==> src/rtl/pool2x2.sv <==
// pool2x2: 2x2 stride-2 pooling of a 6x6 raster frame into a 3x3 raster frame.
// Ports: clk, rst_n (async active-low), in_st frame-start strobe, din 16-bit
// input word; dout 16-bit pooled word, out_st pooled-frame strobe, busy.
// Build option: define POOL_AVG_EN for average pooling, default is max pooling.
module pool2x2 (
  input  logic        clk,
  input  logic        rst_n,
  input  logic        in_st,
  input  logic [15:0] din,
  output logic [15:0] dout,
  output logic        out_st,
  output logic        busy
);
  typedef enum logic [1:0] {IDLE, LOAD, EMIT} state_t;
`ifdef POOL_AVG_EN
  localparam int BW = 18;
`else
  localparam int BW = 16;
`endif
  state_t state_q, state_d;
  logic [2:0] row_q, row_d, col_q, col_d;
  logic [3:0] ecnt_q, ecnt_d;
  logic [15:0] dout_q, dout_d;
  logic out_st_q, out_st_d;
  logic [BW-1:0] lbuf_q [3];
  logic [15:0] res_q [9];
  logic [1:0] j;
  logic [3:0] ridx;
  logic [BW-1:0] first, comb;
  logic [15:0] pooled;
  assign j = col_q[2:1];
  assign ridx = 4'(row_q[2:1]) * 4'd3 + 4'(j);
`ifdef POOL_AVG_EN
  assign first = {2'b00, din};
  assign comb = lbuf_q[j] + first;
  assign pooled = comb[17:2];
`else
  assign first = din;
  assign comb = (din > lbuf_q[j]) ? din : lbuf_q[j];
  assign pooled = comb;
`endif
  // Window storage carries no reset: it is always rewritten before a frame emits.
  always_ff @(posedge clk) begin
    if (state_q == LOAD) begin
      lbuf_q[j] <= (!row_q[0] && !col_q[0]) ? first : comb;
      if (row_q[0] && col_q[0]) res_q[ridx] <= pooled;
    end
  end
  always_comb begin
    state_d = state_q;
    row_d = row_q;
    col_d = col_q;
    ecnt_d = ecnt_q;
    dout_d = dout_q;
    out_st_d = 1'b0;
    case (state_q)
      IDLE: if (in_st) begin
        state_d = LOAD;
        row_d = 3'd0;
        col_d = 3'd0;
      end
      LOAD: begin
        col_d = (col_q == 3'd5) ? 3'd0 : col_q + 3'd1;
        row_d = (col_q == 3'd5) ? row_q + 3'd1 : row_q;
        if (row_q == 3'd5 && col_q == 3'd5) begin
          state_d = EMIT;
          row_d = 3'd0;
          ecnt_d = 4'd0;
        end
      end
      EMIT: begin
        // Slot 0 raises the strobe; slots 1..9 present result[0..8].
        ecnt_d = ecnt_q + 4'd1;
        out_st_d = (ecnt_q == 4'd0);
        if (ecnt_q != 4'd0) dout_d = res_q[ecnt_q - 4'd1];
        if (ecnt_q == 4'd9) state_d = IDLE;
      end
      default: state_d = IDLE;
    endcase
  end
  always_ff @(posedge clk or negedge rst_n) begin
    if (!rst_n) begin
      state_q <= IDLE;
      row_q <= 3'd0;
      col_q <= 3'd0;
      ecnt_q <= 4'd0;
      dout_q <= 16'h0000;
      out_st_q <= 1'b0;
    end else begin
      state_q <= state_d;
      row_q <= row_d;
      col_q <= col_d;
      ecnt_q <= ecnt_d;
      dout_q <= dout_d;
      out_st_q <= out_st_d;
    end
  end
  assign dout = dout_q;
  assign out_st = out_st_q;
  assign busy = (state_q != IDLE);
endmodule

==> config.mk <==
export PLATFORM = sky130hd
export DESIGN_NAME = pool2x2
export DESIGN_NICKNAME = d
export VERILOG_FILES = /design/src/rtl/pool2x2.sv
export SDC_FILE = /design/constraint.sdc
export NUM_CORES = 1
export LEC_CHECK = 0
export CAP_MARGIN = 0
export CORE_MARGIN = 2
export CORE_UTILIZATION = 45
export CTS_CLUSTER_DIAMETER = 80
export DETAILED_ROUTE_END_ITERATION = 6
export PLACE_DENSITY = 0.74
export SLEW_MARGIN = 20
export SYNTH_ARGS = -nofsm -noshare
export SYNTH_HDL_FRONTEND = slang
export SYNTH_SLANG_ARGS = --single-unit
==> constraint.sdc <==
create_clock -name clk -period 4.4 [get_ports clk]
set_input_delay 0.44 -clock clk [delete_from_list [all_inputs] [get_ports clk]]
set_output_delay 0.44 -clock clk [all_outputs]
set_load 0.005 [all_outputs]
### Word-level counts from Yosys, hierarchy flattened

Memory sizes are Yosys's and may differ from the RTL's. A register that Yosys moved wholly into a read port is not among the register bits.
Cells that the tools add are included.

| operators by class | value |
|---|---|
| add/sub/neg operators | 5 |
| $mul | 1 |
| order comparisons | 1 |
| equal/unequal tests | 9 |
| muxes and demuxes | 20 |
| reductions and logical operators | 17 |

Operators with widths:

| cell | number |
|---|---|
| two-way mux 16 bit | 2 |
| greater-than comparator 16 bit | 1 |
| two-way mux 3 bit | 4 |
| case mux 3 bit (2 select lines) | 2 |
| case mux 4 bit (2 select lines) | 1 |
| adder 3 x 1 -> 3 bit, second input constant | 2 |
| == test 3 bit, second input constant | 2 |
| two-way mux 1 bit | 6 |
| two-way mux 2 bit | 3 |
| case mux 2 bit (3 select lines) | 1 |
| AND reduction 2 bit | 3 |
| AND reduction 3 bit | 2 |
| nonzero test 2 bit | 3 |
| adder 4 x 1 -> 4 bit, second input constant | 1 |
| adder 4 x 2 -> 4 bit | 1 |
| == test 4 bit, second input constant | 1 |
| logical NOT 4 bit | 1 |
| multiplier 2 x 2 -> 4 bit, second input constant | 1 |
| two-way mux 4 bit | 1 |
| != test 2 bit, second input constant | 2 |
| nonzero test 4 bit | 1 |
| subtractor 4 x 1 -> 4 bit, second input constant | 1 |
| logical AND 1 bit | 3 |
| logical NOT 1 bit | 3 |
| 5 further kinds | 5 |

| word-level totals | value |
|---|---|
| register bits after elaboration | 13 |
| bits in writable memories | 192 |
| input port bits | 19 |
| output and inout port bits | 18 |
| word-level logic and storage cells | 60 |
| memories | 2 |

Memories:

| memory | depth | bits a word | rd ports | clocked after Yosys merged registers in | write ports | line | RTL |
|---|---|---|---|---|---|---|---|
| res_q | 9 | 16 | 1 | 1 | 1 | 26 | `logic [15:0] res_q [9];` |
| lbuf_q | 3 | 16 | 1 | 0 | 1 | 25 | `logic [BW-1:0] lbuf_q [3];` |

### Depth between registers and ports, before layout

| depth | value |
|---|---|
| word-level depth | 4 |
| mapped depth | 11 |

### Least setup slack after synthesis

No wires, ideal clock.

| timing | value |
|---|---|
| path type | reg-to-reg |
| start point | register row_q[1] |
| end point | memory res_q[8][0] (enable) |
| arrival time | 3.273 ns |
| data required time | 3.970 ns |
| setup slack | 0.696 ns |
| cell stages (with the launch flop) | 7 |
| clock period less this slack | 3.704 ns |
| cells stage by stage | dfrtp_1 > fa_1 > ha_1 > inv_1 > fa_1 > nand3_1 > nor4_1 |

| on the way | value |
|---|---|
| cells in the longest elaborated chain, start to end | 2 |

RTL lines:

| item | line | RTL |
|---|---|---|
| from (decl) | 21 | `logic [2:0] row_q, row_d, col_q, col_d;` |
| from (signal assigned) | 91 | `row_q <= row_d;` |
| multiplier 2 x 2 -> 4 bit | 32 | `assign ridx = 4'(row_q[2:1]) * 4'd3 + 4'(j);` |
| adder 4 x 2 -> 4 bit | 32 |  |
| to (decl) | 26 |  |

Every way passes these cells.

### Worst setup path after layout

| timing | value |
|---|---|
| start point | register col_q[1] |
| end point | memory res_q[2][7] (data pin) |

| on the way | value |
|---|---|
| cells in the longest elaborated chain, start to end | 3 |

RTL lines:

| item | line | RTL |
|---|---|---|
| from (decl) | 21 |  |
| from (signal assigned) | 92 | `col_q <= col_d;` |
| memory read (3 x 16 bit) * | n/a |  |
| greater-than comparator 16 bit | 39 | `assign comb = (din > lbuf_q[j]) ? din : lbuf_q[j];` |
| two-way mux 16 bit * | 39 |  |
| named net comb[7] | 29 | `logic [BW-1:0] first, comb;` |

The timed path passes the listed nets; every way through them passes the cells marked *.

==> load_flow_metrics.sql <==
INSERT INTO impl_metrics (metric_group, metric, value, unit) VALUES
('run_status', 'status', 'finished clean', ''),
('clock_tree', 'cts_resized', '0', ''),
('layout', 'final_util', '53.1', '%'),
('layout', 'antennaDiodeCount', '0', ''),
('layout', 'ff_latch_area', '6490', 'um^2'),
('sta', 'fin_crit_sh', '88.0', '%'),
('die', 'chipWidth', '149', 'um'),
('synthesis', 'ys_dominant_reg_cell', 'sky130_fd_sc_hd__edfxtp_1', ''),
('synthesis', 'synth.cell_area', '9450', 'um^2'),
('worst_setup_path', 'family_of_cells_with_the_greatest_summed_delay_on_the_critical_path', 'compound AO/OA/AOI/OAI gates', ''),
('route', 'detail-route-antenna-nets', '0', ''),
('sta', 'slew_headroom', '39.0', '%'),
('global_route', 'maximum_number_of_pins_on_one_net_before_global_route_repair', '39', ''),
('global_route', 'number_of_antenna_violations_at_the_first_check_in_global_routing', '0', ''),
('global_route', 'gr-max-usage-layer', 'met2', ''),
('synthesis', 'synth_top_family_by_area', 'multiplexers', ''),
('synthesis', 'synth_fp_nets', '628', ''),
('route', 'dr_total_vias', '5061', ''),
('global_route', 'globalRouteOverflowTotal', '0', ''),
('global_route', 'global_route.usage.met1', '23.3', '%'),
('synthesis', 'post_synth.cell_area_avg', '16.2', 'um^2'),
('synthesis', 'async_s_r_ff_share_synth', '13.1', '%'),
('job', 'drv.max_cap_violation_count', '0', ''),
('synthesis', 'synthMuxAreaShare', '14.7', '%'),
('die', 'top_level_i_o_count', '37', ''),
('die', 'initial_utilization', '45.4', '%'),
('synthesis', 'number_of_synthesized_flops_with_an_enable_pin', '192', ''),
('clock_tree', 'cts_hold_buf', '0', ''),
('route', 'routedWlPerCell', '20.1', 'um'),
('power', 'power.switching', '2650', 'uW'),
('worst_setup_path', 'worst_setup_path_start_kind', 'register', ''),
('worst_setup_path', 'timing.critical_path.buf_inv', '2', ''),
('sta', 'final-setup-viol-count', '0', ''),
('layout', 'most-common-layout-cells', '192 x sky130_fd_sc_hd__edfxtp_1, 64 x sky130_fd_sc_hd__mux2i_1, 47 x sky130_fd_sc_hd__nand2_1', ''),
('worst_setup_path', 'crit_path_max_incr_delay', '0.71', 'ns'),
('route', 'initial_drc_count', '412', ''),
('power', 'p_clk_share', '24.2', '%'),
('synthesis', 'synth_adder_area_share', '3.60', '%'),
('route', 'wirelength', '18.8', 'mm'),
('sta', 'final.hold.worst_slack', '0.336', 'ns'),
('power', 'combPwrFrac', '31.2', '%'),
('die', 'core-area', '20800', 'um^2'),
('die', 'core.rowCount', '53', ''),
('worst_setup_path', 'timing.critical_path.arrival', '4.08', 'ns'),
('synthesis', 'ys_warn_count', '0', ''),
('layout', 'multi_input_logic_area', '2790', 'um^2'),
('synthesis', 'synthesis.instances', '583', ''),
('sta', 'setup_repair_after_global_routing_missed_its_margin', 'no', ''),
('sta', 'tns', '0', 'ns'),
('sta', 'timing.fmax', '258', 'MHz'),
('layout', 'fill_cells', '1668', ''),
('worst_setup_path', 'cp_max_fo', '16', ''),
('global_route', 'gr-usage-met2', '29.9', '%'),
('clock_tree', 'cts_inserted_buffers', '23', ''),
('sta', 'report.final.hold_viol_count', '0', ''),
('synthesis', 'simple_gate_share_of_the_synthesized_area', '5.47', '%'),
('worst_setup_path', 'worst_path_max_delay_cell', 'sky130_fd_sc_hd__mux2i_1', ''),
('power', 'switching_share', '31.7', '%'),
('layout', 'stdcell_count', '935', ''),
('synthesis', 'synthesized_area_fraction_occupied_by_ao_oa_aoi_and_oai_cells', '4.69', '%'),
('sta', 'worst-slew-pin-transition', '0.915', 'ns'),
('clock_tree', 'htree_levels', '1', ''),
('power', 'p_leak', '0.00401', 'uW'),
('sta', 'finalClockSkew', '0.0203', 'ns'),
('clock_tree', 'clk-insertion-delay-late', '0.52', 'ns'),
('synthesis', 'netlist-cell-type-count', '43', ''),
('layout', 'layout.cells.most_common', 'sky130_fd_sc_hd__edfxtp_1', ''),
('clock_tree', 'cts_tree', 'done', ''),
('clock_tree', 'post_cts_setup_buffers', '0', ''),
('synthesis', 'ys_seq_elements', '221', ''),
('layout', 'layout-drive-gt1-share', '15.9', '%');
-- per-layer routing --
layer,vias up,wire (um)
li1,2349,-
met1,2535,7950
met2,152,9330
met3,25,1290
met4,0,244
met5,-,0
-- metrics by stage --
stage	worst slack (ns)	instance area, um^2
3_5_place_dp	0.540	10200
4_1_cts	0.511	11000
5_1_grt	0.290	11000
3_3_place_gp	0.679	10200
6_report	0.529	11000
2_1_floorplan	0.696	9450
-- cells in the mapped netlist, types with 4 or more instances --
cell / number / area (um^2)
sky130_fd_sc_hd__clkbuf_1: 13 / 48.8
sky130_fd_sc_hd__buf_2: 5 / 25.0
sky130_fd_sc_hd__edfxtp_1: 192 / 5770
sky130_fd_sc_hd__nand3_1: 4 / 20.0
sky130_fd_sc_hd__ha_1: 24 / 300
sky130_fd_sc_hd__mux4_2: 32 / 721
sky130_fd_sc_hd__nand2_1: 48 / 180
sky130_fd_sc_hd__a21oi_1: 22 / 110
sky130_fd_sc_hd__o21ai_1: 21 / 105
sky130_fd_sc_hd__mux2i_1: 64 / 641
sky130_fd_sc_hd__nor2_1: 26 / 97.6
sky130_fd_sc_hd__nor2b_1: 4 / 25.0
sky130_fd_sc_hd__inv_1: 25 / 93.8
sky130_fd_sc_hd__nand2b_1: 5 / 31.3
sky130_fd_sc_hd__nand4_1: 7 / 43.8
sky130_fd_sc_hd__dfrtp_1: 29 / 726
sky130_fd_sc_hd__o21ai_0: 21 / 105
sky130_fd_sc_hd__nor3_1: 5 / 25.0
-- cell type report --
type,count,area share [%]
clock buffer,28,5.38
clock inverter,14,1.81
timing repair buffer,59,4.83
inverter,25,0.849
multi-input combinational,313,25.2
tap,275,3.11
sequential,221,58.8
-- flip-flops by register name, summed over array words and instances, names as in the netlist --
name / cells
res_q: 144
row_q: 3
col_q: 3
out_st: 1
state_q: 2
lbuf_q: 48
ecnt_q: 4
dout: 16
-- cells by family after synthesis --
family | count (synthesis)
DFF | 221
and+or+nand+nor | 110
muxes | 98
AOI/OAI and AO/OA | 76
buffers and inverters | 49
adders and majority gates | 26
xor gates and xnor gates | 3
-- power groups by stage --
stage                     clock network, uW  registers (uW)  logic, uW
after global placement                    0            3730       2460
after CTS                              2070            3730       2640
final                                  2020            3730       2610
after floorplan                           0            3690       1880
after detailed placement                  0            3770       2610
after global routing                   2130            3770       2890
-- final timing paths --
check / from / to / slack, ns / depth (start not counted)
worst max-delay path: col_q[1]$_DFFE_PN0P_ / res_q[2][7]$_DFFE_PP_ / 0.53 / 10
worst max register to register: col_q[1]$_DFFE_PN0P_ / res_q[2][7]$_DFFE_PP_ / 0.53 / 10
min in group clk: dout[14]$_DFFE_PN0P_ / dout[14]$_DFFE_PN0P_ / 0.48 / 2
worst min-delay path: rst_n / dout[13]$_DFFE_PN0P_ / 0.34 / 2
worst min register to register: dout[14]$_DFFE_PN0P_ / dout[14]$_DFFE_PN0P_ / 0.48 / 2
max in group asynchronous: rst_n / ecnt_q[0]$_DFFE_PN0P_ / 3.75 / 2
No activity file was read; power rests on OpenSTA's default activity.
